**config.mk**
```make
export PLATFORM = sky130hd
export DESIGN_NAME = sram_axi_burst_bridge
export DESIGN_NICKNAME = d
export VERILOG_FILES = /design/src/rtl/sram_axi_burst_bridge_pkg.sv /design/src/rtl/sram_axi_burst_bridge_beat_counter.sv /design/src/rtl/sram_axi_burst_bridge.sv
export SDC_FILE = /design/constraint.sdc
export NUM_CORES = 1
export LEC_CHECK = 0
export BUFFER_PORTS_ARGS = -buffer_cell sky130_fd_sc_hd__buf_2
export CAP_MARGIN = 20
export CORE_AREA = 2 2 127 129
export CTS_CLUSTER_DIAMETER = 120
export DETAILED_ROUTE_END_ITERATION = 8
export DIE_AREA = 0 0 129 131
export GPL_TIMING_DRIVEN = 0
export PLACE_DENSITY = 0.54
export REMOVE_ABC_BUFFERS = 1
export SLEW_MARGIN = 20
export SYNTH_ARGS = -nofsm -noshare
export SYNTH_HDL_FRONTEND = slang
export SYNTH_SLANG_ARGS = --single-unit
```
**constraint.sdc**
```tcl
create_clock -name clk -period 2.8 [get_ports clk]
set_input_delay 0.14 -clock clk [delete_from_list [all_inputs] [get_ports clk]]
set_output_delay 0.14 -clock clk [all_outputs]
set_load 0.03 [all_outputs]
```
**src/rtl/sram_axi_burst_bridge_pkg.sv**
```systemverilog
// Shared AXI encodings, bridge FSM states and a size-code helper for the
// cache-to-AXI burst bridge.
package sram_axi_burst_bridge_pkg;

    localparam logic [1:0] AXI_BURST_INCR   = 2'b01;
    localparam logic [1:0] AXI_RESP_OKAY    = 2'b00;
    localparam logic [1:0] AXI_RESP_SLVERR  = 2'b10;
    localparam logic [1:0] AXI_RESP_DECERR  = 2'b11;
    localparam logic [2:0] AXI_SIZE_1B      = 3'd0;
    localparam logic [2:0] AXI_SIZE_2B      = 3'd1;
    localparam logic [2:0] AXI_SIZE_4B      = 3'd2;
    localparam logic [3:0] AXI_CACHE_NORMAL = 4'b0011;

    typedef enum logic [2:0] {
        ST_IDLE,
        ST_AR,
        ST_R,
        ST_AW,
        ST_W,
        ST_B
    } state_e;

    function automatic logic [2:0] size_code(input int bytes);
        return 3'($clog2(bytes));
    endfunction

endpackage

```
**src/rtl/sram_axi_burst_bridge_beat_counter.sv**
```systemverilog
// Beat counter shared by the read and write data phases: loaded with beats-1
// on request accept, advances per data fire, flags the final beat and wraps.
module sram_axi_burst_bridge_beat_counter #(
    parameter int LEN_WIDTH = 3
) (
    input  logic                 clk,
    input  logic                 rst_n,
    input  logic                 load_i,
    input  logic [LEN_WIDTH-1:0] len_i,
    input  logic                 fire_i,
    output logic                 last_o
);

    logic [LEN_WIDTH-1:0] len_q, len_d;
    logic [LEN_WIDTH-1:0] count_q, count_d;

    assign last_o = (count_q == len_q);

    always_comb begin
        len_d   = len_q;
        count_d = count_q;
        if (load_i) begin
            len_d   = len_i;
            count_d = '0;
        end else if (fire_i) begin
            count_d = last_o ? '0 : count_q + 1'b1;
        end
    end

    always_ff @(posedge clk or negedge rst_n) begin
        if (!rst_n) begin
            len_q   <= '0;
            count_q <= '0;
        end else begin
            len_q   <= len_d;
            count_q <= count_d;
        end
    end

endmodule

```
**src/rtl/sram_axi_burst_bridge.sv**
```systemverilog
// Single-outstanding bridge from a cache request port to an AXI master with
// INCR bursts; read/write beats stream straight through to the AXI channels.
module sram_axi_burst_bridge
    import sram_axi_burst_bridge_pkg::*;
#(
    parameter int                 ADDR_WIDTH = 32,
    parameter int                 DATA_WIDTH = 32,
    parameter int                 ID_WIDTH   = 4,
    parameter logic [ID_WIDTH-1:0] AXI_ID    = '0,
    parameter int                 MAX_BURST  = 8,
    localparam int                STRB_WIDTH = DATA_WIDTH / 8,
    localparam int                LEN_WIDTH  = (MAX_BURST > 1) ? $clog2(MAX_BURST) : 1
) (
    input  logic                  clk,
    input  logic                  rst_n,
    input  logic                  req_valid_i,
    output logic                  req_ready_o,
    input  logic                  req_write_i,
    input  logic [ADDR_WIDTH-1:0] req_addr_i,
    input  logic [LEN_WIDTH-1:0]  req_len_i,
    input  logic [2:0]            req_size_i,
    input  logic                  wr_valid_i,
    output logic                  wr_ready_o,
    input  logic [DATA_WIDTH-1:0] wr_data_i,
    input  logic [STRB_WIDTH-1:0] wr_strb_i,
    output logic                  rd_valid_o,
    input  logic                  rd_ready_i,
    output logic [DATA_WIDTH-1:0] rd_data_o,
    output logic                  rd_last_o,
    output logic                  rd_err_o,
    output logic                  done_valid_o,
    output logic                  done_err_o,
    output logic [ID_WIDTH-1:0]   arid_o,
    output logic [ADDR_WIDTH-1:0] araddr_o,
    output logic [7:0]            arlen_o,
    output logic [2:0]            arsize_o,
    output logic [1:0]            arburst_o,
    output logic [1:0]            arlock_o,
    output logic [3:0]            arcache_o,
    output logic [2:0]            arprot_o,
    output logic                  arvalid_o,
    input  logic                  arready_i,
    input  logic [ID_WIDTH-1:0]   rid_i,
    input  logic [DATA_WIDTH-1:0] rdata_i,
    input  logic [1:0]            rresp_i,
    input  logic                  rlast_i,
    input  logic                  rvalid_i,
    output logic                  rready_o,
    output logic [ID_WIDTH-1:0]   awid_o,
    output logic [ADDR_WIDTH-1:0] awaddr_o,
    output logic [7:0]            awlen_o,
    output logic [2:0]            awsize_o,
    output logic [1:0]            awburst_o,
    output logic [1:0]            awlock_o,
    output logic [3:0]            awcache_o,
    output logic [2:0]            awprot_o,
    output logic                  awvalid_o,
    input  logic                  awready_i,
    output logic [ID_WIDTH-1:0]   wid_o,
    output logic [DATA_WIDTH-1:0] wdata_o,
    output logic [STRB_WIDTH-1:0] wstrb_o,
    output logic                  wlast_o,
    output logic                  wvalid_o,
    input  logic                  wready_i,
    input  logic [ID_WIDTH-1:0]   bid_i,
    input  logic [1:0]            bresp_i,
    input  logic                  bvalid_i,
    output logic                  bready_o
);

    state_e                state_q, state_d;
    logic [ADDR_WIDTH-1:0] addr_q, addr_d;
    logic [LEN_WIDTH-1:0]  len_q, len_d;
    logic [2:0]            size_q, size_d;
    logic                  err_q, err_d;
    logic                  alive_q;

    logic req_fire, r_fire, w_fire, cnt_last, r_beat_err, b_err;

    // alive_q holds req_ready low for the first cycle after reset release
    assign req_ready_o = (state_q == ST_IDLE) && alive_q;
    assign req_fire    = req_valid_i && req_ready_o;

    assign rready_o   = (state_q == ST_R) && rd_ready_i;
    assign r_fire     = rvalid_i && rready_o;
    assign rd_valid_o = (state_q == ST_R) && rvalid_i;
    assign rd_data_o  = (state_q == ST_R) ? rdata_i : '0;
    assign rd_last_o  = (state_q == ST_R) && rlast_i;
    assign rd_err_o   = rd_valid_o && ((rresp_i != AXI_RESP_OKAY) || (rid_i != AXI_ID));
    // An rlast that disagrees with the beat count marks the whole burst bad
    assign r_beat_err = r_fire && ((rresp_i != AXI_RESP_OKAY) || (rid_i != AXI_ID)
                                   || (rlast_i != cnt_last));

    assign wvalid_o   = (state_q == ST_W) && wr_valid_i;
    assign wr_ready_o = (state_q == ST_W) && wready_i;
    assign w_fire     = wvalid_o && wready_i;
    assign wlast_o    = (state_q == ST_W) && cnt_last;
    assign wid_o      = AXI_ID;
    assign wdata_o    = wr_data_i;
    assign wstrb_o    = wr_strb_i;

    assign bready_o = (state_q == ST_B);
    assign b_err    = (bresp_i != AXI_RESP_OKAY) || (bid_i != AXI_ID);

    assign done_valid_o = (r_fire && rlast_i) || (bvalid_i && bready_o);
    assign done_err_o   = done_valid_o && (err_q || ((state_q == ST_R) ? r_beat_err : b_err));

    assign arid_o    = AXI_ID;
    assign araddr_o  = addr_q;
    assign arlen_o   = 8'(len_q);
    assign arsize_o  = size_q;
    assign arburst_o = AXI_BURST_INCR;
    assign arlock_o  = 2'b00;
    assign arcache_o = AXI_CACHE_NORMAL;
    assign arprot_o  = 3'b000;
    assign arvalid_o = (state_q == ST_AR);

    assign awid_o    = AXI_ID;
    assign awaddr_o  = addr_q;
    assign awlen_o   = 8'(len_q);
    assign awsize_o  = size_q;
    assign awburst_o = AXI_BURST_INCR;
    assign awlock_o  = 2'b00;
    assign awcache_o = AXI_CACHE_NORMAL;
    assign awprot_o  = 3'b000;
    assign awvalid_o = (state_q == ST_AW);

    sram_axi_burst_bridge_beat_counter #(
        .LEN_WIDTH (LEN_WIDTH)
    ) u_beat_counter (
        .clk    (clk),
        .rst_n  (rst_n),
        .load_i (req_fire),
        .len_i  (req_len_i),
        .fire_i (r_fire || w_fire),
        .last_o (cnt_last)
    );

    always_comb begin
        state_d = state_q;
        addr_d  = addr_q;
        len_d   = len_q;
        size_d  = size_q;
        err_d   = err_q;
        case (state_q)
            ST_IDLE: if (req_fire) begin
                addr_d  = req_addr_i;
                len_d   = req_len_i;
                size_d  = req_size_i;
                err_d   = 1'b0;
                state_d = req_write_i ? ST_AW : ST_AR;
            end
            ST_AR: if (arready_i) state_d = ST_R;
            ST_R: begin
                if (r_beat_err) err_d = 1'b1;
                if (r_fire && rlast_i) state_d = ST_IDLE;
            end
            ST_AW: if (awready_i) state_d = ST_W;
            ST_W:  if (w_fire && cnt_last) state_d = ST_B;
            ST_B:  if (bvalid_i) state_d = ST_IDLE;
            default: state_d = ST_IDLE;
        endcase
    end

    always_ff @(posedge clk or negedge rst_n) begin
        if (!rst_n) begin
            state_q <= ST_IDLE;
            addr_q  <= '0;
            len_q   <= '0;
            size_q  <= '0;
            err_q   <= 1'b0;
            alive_q <= 1'b0;
        end else begin
            state_q <= state_d;
            addr_q  <= addr_d;
            len_q   <= len_d;
            size_q  <= size_d;
            err_q   <= err_d;
            alive_q <= 1'b1;
        end
    end

`ifndef SYNTHESIS
    localparam logic [2:0] FULL_SIZE = size_code(STRB_WIDTH);
    logic [12:0] burst_end;
    assign burst_end = 13'(req_addr_i[11:0]) + ((13'(req_len_i) + 13'd1) << req_size_i);

    // Requester contract: no 4 KB crossing, size-aligned, full size for bursts
    always @(posedge clk) begin
        if (rst_n && req_fire) begin
            assert (burst_end <= 13'd4096);
            assert ((req_addr_i[6:0] & ((7'd1 << req_size_i) - 7'd1)) == 7'd0);
            assert ((req_len_i == '0) || (req_size_i == FULL_SIZE));
        end
    end
`endif

endmodule

```
==> impl_metrics.env, run 1 <==
export IMPL_cts_root_buffer="clkbuf_16"
export IMPL_cts_buffers=5
export IMPL_cp_max_fo=11
export IMPL_drive_gt1_share_pct=43.0
export IMPL_synth_edf_count=0
export IMPL_path_class="register to output pin"
export IMPL_vias=2821
export IMPL_grt_pass1_vias=2332
export IMPL_start_kind="register"
export IMPL_path_buf_inv=1
export IMPL_antenna_found_initial=0
export IMPL_async_flop_share_pct=100
export IMPL_vias_per_cell=3.77
export IMPL_postSynthCellCount=398
export IMPL_grt_pass1_wl_um=13100
export IMPL_period_needed_ps=2300
export IMPL_coreArea_um2=15600
export IMPL_synth_most_common_cell="nand2_1"
export IMPL_critPathCaptureType="output pin"
export IMPL_ys_seq_area_share_pct=37.1
export IMPL_p_per_area_nw_per_um2=1280
export IMPL_ir_worst_vdd_mv=0.522
export IMPL_postLayoutCoreUtil_pct=26.0
export IMPL_grt_busiest_layer="met2"
export IMPL_fin_ws_ps=500
export IMPL_hold_depth=3
export IMPL_worst_pin_slew_ps=794
export IMPL_use_met3_pct=7.37
export IMPL_use_met2_pct=16.2
export IMPL_stdcell_count=748
export IMPL_die_area_um2=16900
export IMPL_grt_max_degree=50
export IMPL_diodes=0
export IMPL_arrival_ps=2160
export IMPL_rsz0062_at_grt="no"
export IMPL_cts_tree="yes"
export IMPL_finalCritPeriodShare_pct=82.2
export IMPL_r2r_worst_path_cells=4
export IMPL_routed_wl_um=9830
export IMPL_placed_cell_area_um2=3880
export IMPL_first_iter_violations=86
export IMPL_run_status="completed"
export IMPL_die_width_um=129
export IMPL_wl_per_cell_um=13.1
export IMPL_synth_distinct_cells=35
export IMPL_critPathTopFamily="simple AND/OR/NAND/NOR gates"
export IMPL_p_leak_nw=2.41
export IMPL_cp_slowest_cell="dfrtp_1"
export IMPL_ys_flop_type="dfrtp_1"
export IMPL_cp_cell_sequence="nor3b_4, and2_1, a22o_1, a21boi_1, buf_2"
export IMPL_die_h_um=131
export IMPL_drv_slew=0
export IMPL_final_nets=663
export IMPL_yosys_warnings=0
export IMPL_dp_cells=740
export IMPL_finClkSkew_ps=3.26
export IMPL_synth_seq_cells=49
export IMPL_synth_area_um2=3310
export IMPL_grt_overflow_total=0
export IMPL_hold_viol=0
export IMPL_setup_viol=0
export IMPL_first_pass_iters=4
export IMPL_remaining_drc_errors=0
export IMPL_post_cts_buffers=0
export IMPL_ios=331
export IMPL_antenna_left=0
export IMPL_yosys_top_cells_area="dfrtp_1 37%, buf_4 27%, nand2_1 15%"
export IMPL_relSlewSlack_pct=47.0
export IMPL_syn_area_per_cell_um2=8.31
export IMPL_std_cell_rows=46
export IMPL_dp_hpwl_um=7810
export IMPL_drv_cap=0
export IMPL_clock_fmax_mhz=435
export IMPL_tns_ps=0
export IMPL_synth_common_cells="128 x nand2_1, 119 x buf_4, 49 x dfrtp_1"
export IMPL_gr_usage_met1_pct=12.3
export IMPL_cpPeakStageDelay_ps=590
export IMPL_finalInstanceArea_um2=4050
export IMPL_cp_depth=5
export IMPL_synth_area_leader_cell="dfrtp_1"
export IMPL_cp_required_ps=2660
export IMPL_yosys_area_top_type_share_pct=37.1
export IMPL_h_tree_depth=2
export IMPL_globalplace_congestion=0.652
export IMPL_grt_use_total_pct=10.7
export IMPL_clk_latency_ps=290
export IMPL_fin_total_pwr_mw=5.18
export IMPL_fin_hold_ws_ps=31.7
export IMPL_areaGrowthSynthToFinish_pct=22.5
export IMPL_preCtsSetupSlack_ps=754
export IMPL_cts_sinks=49
export IMPL_hold_class="input port to register"
export IMPL_path_clk_slew_ps=70
export IMPL_numPortBuffers=214
export IMPL_clock_path_buffers=2
export IMPL_start_util_pct=21.2
==> final timing paths <==
kind / start / to / slack [ps]
max: state_q[1]$_DFFE_PN0P_ / done_err_o / 500
min: req_addr_i[25] / araddr_o[25]$_DFFE_PN0P_ / 30
max reg2reg: state_q[2]$_DFFE_PN0P_ / u_beat_counter.len_q[1]$_DFFE_PN0P_ / 800
min reg2reg: len_q[2]$_DFFE_PN0P_ / len_q[2]$_DFFE_PN0P_ / 500
max in group asynchronous: rst_n / u_beat_counter.count_q[0]$_DFFE_PN0P_ / 1920
min in group asynchronous: rst_n / araddr_o[22]$_DFFE_PN0P_ / 420
==> per-layer routing <==
layer	wire length [um]	vias to the layer above	part of all wire, %
met4	94	0	0.96
met5	0	-	0
met1	3950	1259	40
li1	-	1339	-
met2	4200	217	43
met3	1580	6	16
==> worst min-delay path: stages <==
cell and delay [ps]:
buf_2 70, nand2_1 40, nand2_1 40
==> cell type report <==
| type | instances | area (um^2) |
|---|---|---|
| timing repair buffer | 217 | 1120 |
| clock buffer | 5 | 125 |
| tap | 216 | 270 |
| fill | 1732 | 11500 |
| sequential | 49 | 1230 |
| clock inverter | 2 | 35.0 |
| multi-input combinational | 259 | 1270 |
==> sequential cells by signal, indices dropped and copies added, names as in the netlist <==
register / cells
arsize_o: 3
u_beat_counter.count_q: 3
araddr_o: 32
state_q: 3
len_q: 3
u_beat_counter.len_q: 3
err_q: 1
alive_q: 1
==> where the power goes <==
part	internal [mW]	total, mW	switching, mW	leakage [nW]
clock network	0.415	0.685	0.270	0.0797
logic	0.905	3.19	2.28	1.71
registers	1.02	1.30	0.286	0.616
total	2.34	5.18	2.84	2.41
==> logic make-up (layout without fill, tap and decap cells) <==
family | Yosys count | in the layout | share of synthesized area (%)
buf+inv | 133 | 224 | 29.5
flops | 49 | 49 | 37.1
other cells | 2 | 45 | 0.227
fa+ha+maj | 1 | 1 | 0.378
mux | 1 | 1 | 0.303
simple gates | 193 | 193 | 28.1
compound gates | 16 | 16 | 3.63
xor+xnor | 3 | 3 | 0.794
==> layout by cell type, fill, tap and decap left out, types with 2 or more instances in the layout <==
master	instances
buf_2	213
nor2b_1	2
o21ai_0	2
nor2_1	4
and2_1	42
a21oi_1	2
a22o_1	2
nor4_1	3
nand3b_1	3
nor3b_1	3
dfrtp_1	49
a211oi_1	2
nand2_1	127
clkbuf_16	5
xor2_1	3
conb_1	45
==> what timing repair did <==
action,4_1_cts,5_1_grt
gates resized for setup,0,0
hold endpoints to repair,49,0
setup endpoints to repair,0,0
hold buffers,1,0
Power figures use the tool's default switching activity.
==> run 2: changes to the inputs <==
--- a/config.mk
+++ b/config.mk
@@ -5,14 +5,15 @@
 export SDC_FILE = /design/constraint.sdc
 export NUM_CORES = 1
 export LEC_CHECK = 0
+export ABC_AREA = 1
 export BUFFER_PORTS_ARGS = -buffer_cell sky130_fd_sc_hd__buf_2
 export CAP_MARGIN = 20
-export CORE_AREA = 2 2 127 129
+export CORE_AREA = 2 2 128 130
 export CTS_CLUSTER_DIAMETER = 120
 export DETAILED_ROUTE_END_ITERATION = 8
-export DIE_AREA = 0 0 129 131
+export DIE_AREA = 0 0 130 132
 export GPL_TIMING_DRIVEN = 0
-export PLACE_DENSITY = 0.54
+export PLACE_DENSITY = 0.56
 export REMOVE_ABC_BUFFERS = 1
 export SLEW_MARGIN = 20
 export SYNTH_ARGS = -nofsm -noshare
==> constraint.sdc (replaced) <==
create_clock -name clk -period 2.05 [get_ports clk]
set_input_delay 0.1025 -clock clk [delete_from_list [all_inputs] [get_ports clk]]
set_output_delay 0.1025 -clock clk [all_outputs]
set_load 0.03 [all_outputs]
==> run 2 against run 1 <==
Clock power increased by 34%. Highest routed layer is now met5. First-iteration DRC count up 30%. Synthesized area grew 2.9%. Largest cell class is now buffers.
==> impl_metrics.env, run 2 <==
export IMPL_run_status="completed"
export IMPL_antenna_found_initial=0
export IMPL_clk_latency_ps=290
export IMPL_path_class="register to output pin"
export IMPL_setup_viol=0
export IMPL_synth_common_cells="142 x nand2_1, 123 x buf_4, 54 x inv_1"
export IMPL_remaining_drc_errors=0
export IMPL_crit_start="state_q[2]$_DFFE_PN0P_"
export IMPL_largest_reg_flops=32
export IMPL_start_util_pct=21.7
export IMPL_vias_per_cell=3.72
export IMPL_grt_overflow_total=0
export IMPL_ys_flop_type="dfrtp_1"
export IMPL_synth_edf_count=0
export IMPL_path_clk_slew_ps=70
export IMPL_hold_viol=0
export IMPL_drv_slew=0
export IMPL_postSynthCellCount=465
export IMPL_critPathCaptureType="output pin"
export IMPL_grt_use_total_pct=11.7
export IMPL_first_iter_violations=112
export IMPL_synth_most_common_cell="nand2_1"
export IMPL_clock_fmax_mhz=533
export IMPL_cts_root_buffer="clkbuf_16"
export IMPL_antenna_left=0
export IMPL_fillers=1736
export IMPL_cts_sinks=49
export IMPL_grt_pass1_wl_um=14900
export IMPL_final_nets=749
export IMPL_synth_area_um2=3400
export IMPL_finalInstanceArea_um2=4320
export IMPL_die_width_um=130
export IMPL_synth_distinct_cells=26
export IMPL_grt_pass1_vias=2569
export IMPL_final_common_cell="buf_2"
export IMPL_dp_hpwl_um=8380
export IMPL_first_pass_iters=4
export IMPL_worst_pin_slew_ps=634
export IMPL_diodes=0
export IMPL_die_area_um2=17200
export IMPL_h_tree_depth=2
export IMPL_yosys_warnings=0
export IMPL_start_kind="register"
export IMPL_finalCritPeriodShare_pct=91.4
export IMPL_routed_wl_um=10900
export IMPL_finClkSkew_ps=5.04
export IMPL_final_cell_mix="212 x buf_2, 142 x nand2_1, 53 x inv_1, 47 x dfrtp_1"
export IMPL_preCtsSetupSlack_ps=-254
export IMPL_vias=3099
export IMPL_postLayoutCoreUtil_pct=27.5
export IMPL_clock_path_buffers=2
export IMPL_synth_area_leader_cell="dfrtp_1"
export IMPL_arrival_ps=1770
export IMPL_drive_gt1_share_pct=39.8
export IMPL_coreArea_um2=15700
export IMPL_async_flop_share_pct=100
export IMPL_relSlewSlack_pct=57.7
export IMPL_numPortBuffers=214
export IMPL_p_leak_nw=2.74
export IMPL_p_per_area_nw_per_um2=1590
export IMPL_rsz0062_at_grt="no"
export IMPL_cp_required_ps=1950
export IMPL_synth_seq_cells=49
export IMPL_cp_max_fo=6
export IMPL_areaGrowthSynthToFinish_pct=26.9
export IMPL_period_needed_ps=1870
export IMPL_multiInputGateArea_um2=1190
export IMPL_grt_max_degree=50
export IMPL_r2r_start="state_q[1]$_DFFE_PN0P_"
export IMPL_yosys_area_top_type_share_pct=36.0
export IMPL_cts_tree="yes"
export IMPL_std_cell_rows=46
export IMPL_syn_area_per_cell_um2=7.32
export IMPL_ir_worst_vdd_mv=0.818
export IMPL_regArea_um2=1230
export IMPL_yosys_top_cells_area="dfrtp_1 36%, buf_4 27%, nand2_1 16%"
export IMPL_ys_seq_area_share_pct=36.0
export IMPL_worstHoldStart="req_addr_i[20]"
export IMPL_hold_class="input port to register"
export IMPL_die_h_um=132
export IMPL_wl_per_cell_um=13.1
export IMPL_ios=331
export IMPL_drv_cap=0
export IMPL_cts_buffers=5
export IMPL_fin_ws_ps=175
export IMPL_globalplace_congestion=0.715
export IMPL_placed_cell_area_um2=3950
-- run 2: where the power goes --
group | internal, mW | total [mW] | switching [mW] | leakage [nW]
registers | 1.40 | 1.77 | 0.363 | 0.612
logic | 1.11 | 4.20 | 3.09 | 2.05
clock network | 0.567 | 0.921 | 0.354 | 0.0797
total | 3.08 | 6.89 | 3.80 | 2.74
-- run 2: critical path, stage by stage, from the launching register on --
cell and delay (ps):
dfrtp_2 470, inv_6 120, nand3_4 100, nor2_2 120, nand2_1 130, o21a_1 220
a21oi_1 120, clkbuf_4 200
-- run 2: timing repair --
item / 4_1_cts / 5_1_grt
buffers inserted: 1 / 1
gates resized for setup: 5 / 5
gates cloned: 1 / 0
hold buffers: 16 / 0
setup endpoints to repair: 65 / 4
pin swaps: 1 / 0
hold endpoints to repair: 64 / 0
-- run 2: stage by stage --
stage	TNS, ps	power, mW	instances	hold WS [ps]
3_3_place_gp	-11440	5.88	808	205
4_1_cts	0	6.97	833	0.0297
6_report	0	6.89	834	6.35
2_1_floorplan	-2540	4.60	378	-193
3_5_place_dp	-3640	5.90	808	169
5_1_grt	0	7.33	834	6.11
-- run 2: worst paths after layout --
path | to | slack (ps) | depth (start not counted)
min reg2reg | araddr_o[2]$_DFFE_PN0P_ | 500 | 2
min | araddr_o[20]$_DFFE_PN0P_ | 6 | 3
min in group asynchronous | arsize_o[0]$_DFFE_PN0P_ | 380 | 2
max reg2reg | u_beat_counter.len_q[1]$_DFFE_PN0P_ | 260 | 7
max | done_err_o | 180 | 7
max in group asynchronous | state_q[2]$_DFFE_PN0P_ | 1210 | 2
-- run 2: per-layer routing --
metal	GRT usage [%]	share of wire [%]	vias up
li1	-	-	1513
met1	13.3	39	1329
met2	17.8	42	247
met3	8.77	17	8
met4	1.97	0.72	2
met5	2.35	0.32	-
-- run 2: kinds of logic after synthesis --
family	count (synthesis)	share of synthesized area, %
fa+ha+maj	1	0.367
buf+inv	186	34.5
xor+xnor	1	0.257
compound gates	13	2.68
simple gates	213	25.9
flops	49	36.0
other cells	2	0.221
-- run 2: area by class of cell --
type	count	area share, %
sequential	49	28.4
inverter	56	5.15
timing repair buffer	232	29.0
tap	216	6.26
clock buffer	5	2.90
clock inverter	2	0.811
multi-input combinational	274	27.5
==> run 3: changes to the inputs <==
--- a/config.mk
+++ b/config.mk
@@ -5,15 +5,13 @@
 export SDC_FILE = /design/constraint.sdc
 export NUM_CORES = 1
 export LEC_CHECK = 0
-export ABC_AREA = 1
 export BUFFER_PORTS_ARGS = -buffer_cell sky130_fd_sc_hd__buf_2
 export CAP_MARGIN = 20
-export CORE_AREA = 2 2 128 130
+export CORE_AREA = 2 2 130 132
 export CTS_CLUSTER_DIAMETER = 120
 export DETAILED_ROUTE_END_ITERATION = 8
-export DIE_AREA = 0 0 130 132
-export GPL_TIMING_DRIVEN = 0
-export PLACE_DENSITY = 0.56
+export DIE_AREA = 0 0 132 134
+export PLACE_DENSITY = 0.54
 export REMOVE_ABC_BUFFERS = 1
 export SLEW_MARGIN = 20
 export SYNTH_ARGS = -nofsm -noshare
==> run 3 against run 2 <==
Flip-flop and latch count stayed put. Clock-buffer cell count is 2 higher. Die area is 3.1% higher. Register-to-register slack better by 120 ps. Worst setup slack worse by 20 ps. Critical path type unchanged. Largest power group unchanged.
==> impl_metrics.env, run 3 (same netlist as run 1, synthesis figures left out) <==
export IMPL_clock_fmax_mhz=528
export IMPL_p_leak_nw=2.56
export IMPL_cp_required_ps=1950
export IMPL_clock_path_buffers=2
export IMPL_p_per_area_nw_per_um2=1640
export IMPL_antenna_found_initial=0
export IMPL_setup_viol=0
export IMPL_final_nets=699
export IMPL_grt_overflow_total=0
export IMPL_std_cell_rows=47
export IMPL_largest_reg_flops=32
export IMPL_cp_slowest_cell="dfrtp_2"
export IMPL_remaining_drc_errors=0
export IMPL_clk_latency_ps=290
export IMPL_critPathCaptureType="output pin"
export IMPL_drv_cap=0
export IMPL_dp_hpwl_um=7790
export IMPL_cp_max_fo=10
export IMPL_first_iter_violations=64
export IMPL_diodes=0
export IMPL_drive_gt1_share_pct=42.4
export IMPL_wl_per_cell_um=13.0
export IMPL_gr_usage_met1_pct=12.6
export IMPL_placed_cell_area_um2=3910
export IMPL_grt_busiest_layer="met2"
export IMPL_grt_use_total_pct=11.0
export IMPL_grt_pass1_wl_um=15000
export IMPL_finClkSkew_ps=8.36
export IMPL_antenna_left=0
export IMPL_first_pass_iters=4
export IMPL_finalCritPeriodShare_pct=92.4
export IMPL_finalInstanceArea_um2=4410
export IMPL_period_needed_ps=1890
export IMPL_path_clk_slew_ps=70
export IMPL_cts_buffers=5
export IMPL_cp_cell_sequence="nor3b_4, and2_1, a22o_1, a21boi_1, buf_2"
export IMPL_numPortBuffers=214
export IMPL_globalplace_congestion=0.730
export IMPL_ir_worst_vdd_mv=0.869
export IMPL_critPathTopFamily="flip-flops"
export IMPL_arrival_ps=1790
export IMPL_die_area_um2=17700
export IMPL_cts_tree="yes"
export IMPL_run_status="completed"
export IMPL_fin_hold_ws_ps=4.21
export IMPL_start_kind="register"
export IMPL_vias=2957
export IMPL_ios=331
export IMPL_die_width_um=132
export IMPL_coreArea_um2=16300
export IMPL_use_met3_pct=6.35
export IMPL_hold_class="input port to register"
export IMPL_final_cell_mix="214 x buf_2, 127 x nand2_1, 46 x dfrtp_1, 45 x conb_1, 42 x and2_1"
export IMPL_rsz0062_at_grt="no"
export IMPL_grt_pass1_vias=2655
export IMPL_cts_root_buffer="clkbuf_16"
export IMPL_h_tree_depth=2
export IMPL_path_buf_inv=1
export IMPL_fin_ws_ps=156
export IMPL_grt_max_degree=50
export IMPL_die_h_um=134
export IMPL_routed_wl_um=10300
export IMPL_path_class="register to output pin"
export IMPL_fillers=1767
export IMPL_preCtsSetupSlack_ps=307
export IMPL_areaGrowthSynthToFinish_pct=33.3
export IMPL_cts_sinks=49
export IMPL_drv_slew=0
export IMPL_use_met2_pct=17.7
export IMPL_cpPeakStageDelay_ps=490
export IMPL_start_util_pct=20.3
export IMPL_vias_per_cell=3.75
export IMPL_final_common_cell="buf_2"
export IMPL_hold_viol=0
## run 3: cell count changes in the layout (fill, tap and decap cells not counted), sizes merged, moves of 3 or more
cell / delta
inv: -56
nor2: -47
and2: +43
nand2: -17
dlygate4sd3: +13
nand3: -11
buf: +9
nor3b: +5
nand4: -4
o21ai: -4
nand3b: +3
nor4: +3
xor2: +3
## run 3: final timing paths
kind | from | cells past startpoint | slack, ps | to
setup / recovery | state_q[2]$_DFFE_PN0P_ | 5 | 160 | done_err_o
min in group asynchronous | rst_n | 3 | 350 | araddr_o[14]$_DFFE_PN0P_
hold / removal | req_addr_i[20] | 3 | 4 | araddr_o[20]$_DFFE_PN0P_
max in group asynchronous | rst_n | 3 | 1450 | u_beat_counter.len_q[1]$_DFFE_PN0P_
setup reg to reg | state_q[1]$_DFFE_PN0P_ | 6 | 380 | araddr_o[25]$_DFFE_PN0P_
hold reg to reg | araddr_o[16]$_DFFE_PN0P_ | 2 | 490 | araddr_o[16]$_DFFE_PN0P_
## run 3: area by class of cell
cell class	instances	area [um^2]	area share, %
clock buffer	7	143	3.23
sequential	49	1230	27.9
multi-input combinational	259	1280	29.0
timing repair buffer	253	1450	32.9
tap	220	275	6.24
clock inverter	1	30.0	0.681
## run 3: worst register-to-register path, delay by kind of cell (launching register included)
family                 cells  cell delay (ps)
AND/OR/NAND/NOR            4              700
flip-flops                 1              440
buffers and inverters      2              470
## run 3: timing repair
item,in CTS,in global routing
hold endpoints to repair,76,1
gates resized for setup,1,4
setup buffers,0,4
hold buffers,28,1
endpoints found under the setup margin,1,4
cloned,0,0
pin swaps,0,0
## run 3: metrics by stage
step / power [mW] / util [%] / std cells / TNS [ps]
4_1_cts: 7.26 / 26.8 / 784 / 0
6_report: 7.24 / 27.1 / 789 / 0
2_1_floorplan: 4.77 / - / 308 / -3370
5_1_grt: 7.71 / 27.1 / 789 / 0
3_5_place_dp: 6.20 / 24.0 / 748 / 0
3_3_place_gp: 6.18 / 24.0 / 748 / 0
## run 3: report_power, final
| group | internal (mW) | total [mW] | switching, mW |
|---|---|---|---|
| combinational | 1.31 | 4.50 | 3.19 |
| sequential | 1.39 | 1.76 | 0.363 |
| clock | 0.611 | 0.984 | 0.373 |
| total | 3.32 | 7.24 | 3.92 |
## run 3: per-layer routing
metal | share of wire [%] | up-vias | routed length [um]
li1 | - | 1414 | -
met1 | 38 | 1302 | 3940
met2 | 46 | 227 | 4740
met3 | 14 | 12 | 1460
met4 | 0.90 | 2 | 93
met5 | 0.55 | - | 57
